### config.mk
export PLATFORM = sky130hd
export DESIGN_NAME = reg_write_arbiter
export DESIGN_NICKNAME = d
export VERILOG_FILES = /design/src/rtl/reg_write_arbiter.sv
export SDC_FILE = /design/constraint.sdc
export NUM_CORES = 1
export LEC_CHECK = 0
export CORE_MARGIN = 2
export CORE_UTILIZATION = 35
export DETAILED_ROUTE_END_ITERATION = 8
export PLACE_DENSITY = 0.56
export SLEW_MARGIN = 20
export SYNTH_ARGS = -nofsm -noshare
export SYNTH_HDL_FRONTEND = slang
export SYNTH_SLANG_ARGS = --single-unit
### constraint.sdc
create_clock -name CLK -period 5.6 [get_ports CLK]
set_input_delay 0.84 -clock CLK [delete_from_list [all_inputs] [get_ports CLK]]
set_output_delay 0.84 -clock CLK [all_outputs]
set_load 0.005 [all_outputs]
### src/rtl/reg_write_arbiter.sv
// Two-source register-file writeback arbiter: per-source FIFOs, round-robin drain, registered write stage.
// Optional REGWB_ZERO_REG_EN hardwires register 0 to zero (such writes are accepted and dropped).
module reg_write_arbiter #(
  parameter int DEPTH  = 2,
  parameter int DATA_W = 8,
  parameter int ADDR_W = 3
) (
  input  logic                   CLK,
  input  logic                   RESET,
  input  logic                   ALU_VALID,
  input  logic [ADDR_W-1:0]      ALU_ADDR,
  input  logic [DATA_W-1:0]      ALU_DATA,
  output logic                   ALU_READY,
  input  logic                   MEM_VALID,
  input  logic [ADDR_W-1:0]      MEM_ADDR,
  input  logic [DATA_W-1:0]      MEM_DATA,
  output logic                   MEM_READY,
  output logic                   WRITE,
  output logic [ADDR_W-1:0]      INADDRESS,
  output logic [DATA_W-1:0]      IN,
  output logic [(2**ADDR_W)-1:0] BUSY
);

  localparam int NREG = 2**ADDR_W;
  localparam int PW   = $clog2(DEPTH);
  localparam int CW   = $clog2(DEPTH + 1);
  localparam logic [CW-1:0] FULL_CNT = CW'(DEPTH);

  typedef struct packed {
    logic [ADDR_W-1:0] addr;
    logic [DATA_W-1:0] data;
  } entry_t;

  typedef enum logic {SRC_ALU = 1'b0, SRC_MEM = 1'b1} src_e;

  // Index 0 is the ALU source, index 1 the MEM (load) source.
  entry_t          fifo_q [2][DEPTH];
  logic [PW-1:0]   wptr_q [2];
  logic [PW-1:0]   rptr_q [2];
  logic [CW-1:0]   cnt_q  [2];
  src_e            rr_q, rr_d;

  logic              write_q, write_d;
  logic [ADDR_W-1:0] waddr_q, waddr_d;
  logic [DATA_W-1:0] wdata_q, wdata_d;

  entry_t     in_ent [2];
  entry_t     head   [2];
  entry_t     sel;
  logic [1:0] valid_in, ready, push, enq, nonempty, pop;
  logic [NREG-1:0] busy_d;

  assign in_ent[0] = '{addr: ALU_ADDR, data: ALU_DATA};
  assign in_ent[1] = '{addr: MEM_ADDR, data: MEM_DATA};
  assign valid_in  = {MEM_VALID, ALU_VALID};

  always_comb begin
    for (int r = 0; r < 2; r++) begin
      // READY looks only at current occupancy, so a full FIFO refuses even while popping.
      ready[r]    = RESET && (cnt_q[r] != FULL_CNT);
      push[r]     = valid_in[r] && ready[r];
`ifdef REGWB_ZERO_REG_EN
      enq[r]      = push[r] && (in_ent[r].addr != '0);
`else
      enq[r]      = push[r];
`endif
      nonempty[r] = (cnt_q[r] != '0);
      head[r]     = fifo_q[r][rptr_q[r]];
    end
  end

  // NOTE: every output of a combinational block gets a default first, so no path infers a latch.
  always_comb begin
    pop  = 2'b00;
    rr_d = rr_q;
    if (nonempty[0] && nonempty[1]) begin
      if (head[0].addr == head[1].addr) begin
        pop[1] = 1'b1;
        rr_d   = SRC_ALU;
      end else if (rr_q == SRC_ALU) begin
        pop[0] = 1'b1;
        rr_d   = SRC_MEM;
      end else begin
        pop[1] = 1'b1;
        rr_d   = SRC_ALU;
      end
    end else if (nonempty[0]) begin
      pop[0] = 1'b1;
    end else if (nonempty[1]) begin
      pop[1] = 1'b1;
    end
  end

  always_comb begin
    sel     = pop[1] ? head[1] : head[0];
    write_d = |pop;
    waddr_d = write_d ? sel.addr : waddr_q;
    wdata_d = write_d ? sel.data : wdata_q;
  end

  // NOTE: sequential state uses non-blocking assignments so every register samples pre-edge values.
  always_ff @(posedge CLK or negedge RESET) begin
    if (!RESET) begin
      for (int r = 0; r < 2; r++) begin
        wptr_q[r] <= '0;
        rptr_q[r] <= '0;
        cnt_q[r]  <= '0;
      end
      rr_q    <= SRC_ALU;
      write_q <= 1'b0;
      waddr_q <= '0;
      wdata_q <= '0;
    end else begin
      for (int r = 0; r < 2; r++) begin
        if (enq[r]) wptr_q[r] <= wptr_q[r] + PW'(1);
        if (pop[r]) rptr_q[r] <= rptr_q[r] + PW'(1);
        cnt_q[r] <= cnt_q[r] + CW'(enq[r]) - CW'(pop[r]);
      end
      rr_q    <= rr_d;
      write_q <= write_d;
      waddr_q <= waddr_d;
      wdata_q <= wdata_d;
    end
  end

  // NOTE: FIFO storage is not reset; only entries inside the occupancy window are ever observed.
  always_ff @(posedge CLK) begin
    for (int r = 0; r < 2; r++) begin
      if (enq[r]) fifo_q[r][wptr_q[r]] <= in_ent[r];
    end
  end

  always_comb begin
    logic [PW-1:0] off;
    off    = '0;
    busy_d = '0;
    for (int r = 0; r < 2; r++) begin
      for (int i = 0; i < DEPTH; i++) begin
        off = PW'(i) - rptr_q[r];
        if (CW'(off) < cnt_q[r]) busy_d[fifo_q[r][i].addr] = 1'b1;
      end
    end
    if (write_q) busy_d[waddr_q] = 1'b1;
`ifdef REGWB_ZERO_REG_EN
    busy_d[0] = 1'b0;
`endif
  end

  assign ALU_READY = ready[0];
  assign MEM_READY = ready[1];
  assign WRITE     = write_q;
  assign INADDRESS = waddr_q;
  assign IN        = wdata_q;
  assign BUSY      = busy_d;

endmodule

==> impl_metrics.env <==
export IMPL_status="finished, final reports clean"
export IMPL_gp_congestion=0.875
export IMPL_cts_max_level=3
export IMPL_dr_pass1_iters=4
export IMPL_final_util_pct=45.2
export IMPL_hold_viol_final=0
export IMPL_antenna_found_initial=0
export IMPL_cts_setup_buffers=0
export IMPL_synth_avg_cell_area_um2=12.8
export IMPL_path_cells="inv_1, a21oi_1, nor2_1, a221oi_1, nand3_1, clkdlybuf4s50_1"
export IMPL_syn_to_final_growth_pct=25.1
export IMPL_worst_setup_path_start_kind="flip-flop"
export IMPL_num_vias=1990
export IMPL_fillers=787
export IMPL_portBuffers=47
export IMPL_drv_cap=0
export IMPL_route_detailed_drc=0
export IMPL_cts_resized=0
export IMPL_cpPeakStageDelay_ns=0.78
export IMPL_n_antenna_cell=0
export IMPL_end_kind="output port"
export IMPL_grt_pass1_vias=2004
export IMPL_grt_pass1_wl_mm=9.89
export IMPL_final_setup_tns_ns=0
export IMPL_synth_top_family_by_area="simple AND/OR/NAND/NOR gates"
export IMPL_netlist_area_um2=2980
export IMPL_drive_above_1_share_pct=9.31
export IMPL_grt_max_degree=26
export IMPL_cts_buffers=9
export IMPL_fin_crit_sh_pct=60.9
export IMPL_finalSetupViolCount=0
export IMPL_dp_cells=379
export IMPL_totalWireLength_mm=6.16
export IMPL_layout_min_cycle_time_ns=3.41
export IMPL_muxShareOfSynthArea_pct=7.71
export IMPL_cts_tree="built"
export IMPL_core_um2=8260
export IMPL_rsz0062_at_grt="false"
export IMPL_worstMarginPinSlew_ns=1.00
export IMPL_clockBufferDepth=2
export IMPL_rows=33
export IMPL_path_clk_slew_ns=0.07
export IMPL_required_ns=4.76
export IMPL_hold_path_class="reg -> reg"
export IMPL_ys_ff_latch=65
export IMPL_drt_iter0_drc=78
export IMPL_relSlewSlack_pct=33.0
export IMPL_synthXorXnorAreaFrac_pct=3.23
export IMPL_max_freq_ghz=0.293
export IMPL_final_max_slew_viol_count=0
export IMPL_grt_ovfl_total=0
export IMPL_synth_compound_area_share_pct=9.81
export IMPL_ir_drop_uv=198
export IMPL_clock_sinks=65
export IMPL_yosysWarnings=0
export IMPL_seq_area_um2=1850
export IMPL_mostFrequentLayoutCells="clkdlybuf4s50_1, edfxtp_1, nand2_1"
export IMPL_final_common_cell="clkdlybuf4s50_1"
export IMPL_clkLatencyLatePin_ns=0.34
export IMPL_multi_input_area_um2=1050
export IMPL_fp_dieArea_um2=9280
export IMPL_worstPathArrival_ns=2.57
export IMPL_io_pins=48
export IMPL_final_cells=395
export IMPL_cp_max_fo=13
export IMPL_crit_slowest_cell="dfrtp_1"
export IMPL_nNetsFinal=315
export IMPL_power_density_nw_per_um2=545
export IMPL_ys_seq_area_share_pct=61.9
export IMPL_worstSetupPathType="reg -> out"
export IMPL_grt_use_total_pct=14.7
export IMPL_p_leak_nw=1.43
export IMPL_via_per_inst=5.04
export IMPL_initial_utilization_pct=36.1
export IMPL_dp_hpwl_mm=4.37
export IMPL_die_y_um=96.3
export IMPL_cts_root_buf="clkbuf_8"
export IMPL_synth_adder_area_share_pct=1.68
export IMPL_skew_ns=0.00707
export IMPL_synth_simple_gate_area_share_pct=12.9
export IMPL_postCtsHoldBufs=0
export IMPL_synth_cells=234
export IMPL_syn_nets=264
export IMPL_synth_cell_types=36
export IMPL_die_w_um=96.3
export IMPL_wire_per_inst_um=15.6
export IMPL_antenna_left=0
## path summary, 6_finish.rpt
path / from / end / slack, ns / cells after the start
worst min register to register: rr_q$_DFFE_PN0P_ / rr_q$_DFFE_PN0P_ / 0.48 / 1
worst max-delay path: rptr_q[0]$_DFFE_PN0N_ / BUSY[2] / 2.19 / 6
min in group asynchronous: RESET / wptr_q[0]$_DFFE_PN0P_ / 0.86 / 2
max in group asynchronous: RESET / IN[6]$_DFFE_PN0P_ / 4.50 / 2
worst max register to register: rptr_q[1]$_DFFE_PN0P_ / cnt_q[3]$_DFF_PN0_ / 2.57 / 10
worst min-delay path: rr_q$_DFFE_PN0P_ / rr_q$_DFFE_PN0P_ / 0.48 / 1
## per-layer routing
layer | routed length, µm | part of all wire (%) | vias to the layer above | GRT usage (%)
li1 | - | - | 973 | -
met1 | 2820 | 46 | 950 | 18.2
met2 | 2920 | 47 | 54 | 24.4
met3 | 303 | 4.9 | 13 | 3.37
met4 | 117 | 1.9 | 0 | 7.04
met5 | 0 | 0 | - | 0
## state kept, by name, summed over array words and instances (netlist names)
register   count
fifo_q        44
wptr_q         2
WRITE          1
cnt_q          4
rr_q           1
INADDRESS      3
rptr_q         2
IN             8
## worst max-delay path: cells and delay by family (launching register included)
family          cells  cell delay, ns
flops               1            0.78
simple gates        2            0.25
buf+inv             2            0.60
compound gates      2            0.60
## synth_stat cells
cell	count	area share [%]
buf_4	1	0.25
xor2_1	3	0.88
a32oi_1	1	0.29
a221oi_1	2	0.59
clkbuf_2	1	0.17
a22oi_1	4	1.0
buf_2	3	0.50
xnor2_1	8	2.3
nand2_1	30	3.8
o31ai_1	1	0.25
or2_2	1	0.21
inv_1	7	0.88
nor3b_1	2	0.50
edfxtp_1	44	44
a21boi_0	2	0.50
o221a_1	1	0.38
dfrtp_1	21	18
nor3_1	1	0.17
nor4_1	1	0.21
mux2i_1	23	7.7
a21oi_1	5	0.84
and3_1	2	0.42
o41ai_4	1	0.92
ha_1	4	1.7
buf_6	2	0.75
nor2_1	17	2.1
nand3b_1	1	0.25
nand4_1	3	0.63
or3_1	1	0.21
nand2b_1	2	0.42
o221a_2	10	3.8
clkbuf_1	2	0.25
a31oi_1	5	1.0
nand3_1	11	1.8
o22ai_1	1	0.21
nor2b_1	10	2.1
## stage by stage
step | worst slack (ns) | area, µm² | total power [W] | hold WS, ns
finish | 2.19 | 3730 | 0.00203 | 0.484
floorplan | 3.30 | 2980 | 0.00136 | 0.451
global route | 1.98 | 3730 | 0.00218 | 0.524
detailed placement | 2.20 | 3540 | 0.00166 | 0.476
global placement | 2.25 | 3540 | 0.00165 | 0.469
CTS | 2.19 | 3730 | 0.00205 | 0.485
## power breakdown
part | internal (W) | switching [W]
Combinational | 0.000465 | 0.000394
Sequential | 0.000648 | 0.000142
Clock | 0.000215 | 0.000170
## layout make-up
type,instances,share of cell area (%)
clock buffers,12,3.89
clock inverters,4,1.17
inverters,7,0.704
multi-input cells,153,28.2
flip-flops and latches,65,49.5
well taps,105,3.52
repair buffers,49,13.0
## cells by family (layout without fill, tap and decap cells)
family / Yosys count / after routing
simple gates: 82 / 82
flops: 65 / 65
compound gates: 33 / 33
mux: 23 / 23
buf+inv: 16 / 72
xor+xnor: 11 / 11
fa+ha+maj: 4 / 4
Power figures use the tool's default switching activity.
==> edit, RTL diff (config.mk and constraints unchanged) <==
The option `REGWB_ZERO_REG_EN` is turned on by a define.
--- a/src/rtl/reg_write_arbiter.sv
+++ b/src/rtl/reg_write_arbiter.sv
@@ -1,4 +1,6 @@
 // Two-source register-file writeback arbiter: per-source FIFOs, round-robin drain, registered write stage.
 // Optional REGWB_ZERO_REG_EN hardwires register 0 to zero (such writes are accepted and dropped).
+`define REGWB_ZERO_REG_EN
+
 module reg_write_arbiter #(
   parameter int DEPTH  = 2,
Behaviour: not the same (Yosys sat finds a counterexample within 4 cycles, from zero or initial values and one cycle with RESET low).
==> edit against the unedited design <==
- power fell by 2.3%
- worst setup slack worse by 0.056 ns
- final area decreased by 0.23%
- largest cell class unchanged
- sequential cell count is the same
- synthesized area about the same
- wire length shrank 4.5%
- combinational power is 5.0% lower
- fmax decreased by 1.6%
- cell count down 1.0%
==> edit: results (changes against the unedited design) <==
[routing]
wl_per_cell_um = 15.0  ; -3.5%
drtIter0Drc = 68  ; -13%
antenna_left = 0  ; unchanged
vias_per_cell = 5.00  ; -0.70%
dr.pass1.iters = 5  ; +1

[cts]
cts-root-buf = clkbuf_8
cts_max_level = 3  ; unchanged
numCtsBuffers = 9  ; unchanged
clkLatencyLatePin_ns = 0.33
clkTransAtPathRegs_ns = 0.06
ctsLongestPathBuffers = 2  ; unchanged
ctsResizeCount = 0  ; unchanged
cts_setup_buffers = 0  ; unchanged

[timing]
fin_skew_ns = 0.00842  ; +0.00135 ns
tightestPinTransition_ns = 1.02  ; +0.0154 ns

[hold_path]
min_path_type = flop to flop

[layout]
layout.cells.non_filler = 391  ; -1.0%
antennaDiodeCount = 0  ; unchanged
nFillCells = 767  ; -2.5%
nNetsFinal = 311  ; -1.3%
largest_reg_flops = 44  ; unchanged
drive_above_1_share_pct = 9.44  ; +0.13 points

[setup_path]
path_max_fanout = 18  ; +5
cp.arrival_ns = 2.63  ; +0.06 ns

[yosys]
syn_area_per_cell_um2 = 12.9  ; +0.82%
yosys-top-cells-area = edfxtp_1 44%, dfrtp_1 18%, mux2i_1 7.7%
synth-adder-area-share_pct = 1.68  ; about the same
synthTopCellsByCount = 44 x edfxtp_1, 25 x nand2_1, 23 x mux2i_1, 21 x dfrtp_1, 16 x nor2_1
muxShareOfSynthArea_pct = 7.72  ; about the same
synth-edff-count = 44  ; unchanged
synth_xor_area_share_pct = 3.23  ; about the same
ys_seq_area_share_pct = 61.9  ; about the same
syn_nets = 262  ; -0.76%
async_reset_ff_share_pct = 32.3  ; unchanged
synth_compound_area_share_pct = 9.94  ; +0.13 points
yosysUniqueCellTypes = 35  ; -2.8%
ys.warnings.count = 0  ; unchanged

[global_route]
first_global_vias = 1983  ; -1.0%
grt_max_degree = 24  ; -7.7%
track_usage_pct = 13.9  ; -0.79 points
antenna_found_initial = 0  ; unchanged
grt_pass1_wl_um = 9540  ; -3.5%

[power_and_ir_drop]
power.leakage_nw = 1.43  ; about the same
ir_drop_mv = 0.216  ; +9.1%
p_sw_share_pct = 33.5  ; -1.2 points

[placement]
gp_congestion = 0.815  ; -6.8%
placement.io_buffers = 46  ; -2.1%
place_ws_ns = 1.88  ; -0.324 ns
dpl.cell_count = 375  ; -1.1%
post_dp_cell_area_mm2 = 0.00352  ; -0.53%
dp_hpwl_um = 4240  ; -3.0%

[run_status]
status = finished clean

edit: power groups by stage:
stage	sequential [mW]	combinational (mW)	clock, mW
final	0.782	0.816	0.389
after global routing	0.806	0.918	0.424
after CTS	0.784	0.831	0.401
after detailed placement	0.790	0.829	0
after global placement	0.794	0.822	0
after floorplan	0.725	0.611	0
edit: final timing paths:
path,start,slack (ns),cells after the start,endpoint
setup / recovery,RESET,2.13,4,ALU_READY
hold / removal,rr_q,0.49,1,rr_q
setup reg to reg,rptr_q[1],2.43,10,cnt_q[3]
hold reg to reg,rr_q,0.49,1,rr_q
max in group asynchronous,RESET,4.31,2,rr_q
min in group asynchronous,RESET,0.75,1,wptr_q[0]
edit: kinds of logic after synthesis:
kind of cell | count (synthesis)
XOR/XNOR | 11
AO/OA/AOI/OAI | 33
AND/OR/NAND/NOR | 74
other | 1
flip-flops | 65
adder cells (fa/ha/maj) | 4
multiplexers | 23
buffers and inverters | 21
edit: final cells by class:
class	instances	area [µm²]	share of cell area, %
Sequential cell	65	1850	49.6
Multi-Input combinational cell	146	1030	27.7
Timing Repair Buffer	48	475	12.8
Clock buffer	13	159	4.27
Tap cell	105	131	3.53
Inverter	11	41.3	1.11
Clock inverter	3	40.0	1.08
edit: per-layer routing:
metal	vias up	GRT usage, %	wire length [µm]
met5	-	0	0
met2	62	22.2	2750
li1	964	-	-
met4	0	5.87	76
met1	922	17.7	2720
met3	8	4.07	333
edit: critical path, stage by stage:
cell             delay, ns
clkdlybuf4s50_1       0.62
buf_4                 0.32
a21boi_0              0.28
clkdlybuf4s50_1       0.55
edit: metrics by stage:
step           hold slack [ns]  total power [mW]
3_5_place_dp             0.480              1.62
6_report                 0.486              1.99
4_1_cts                  0.491              2.01
2_1_floorplan            0.452              1.34
5_1_grt                  0.514              2.15
3_3_place_gp             0.476              1.62
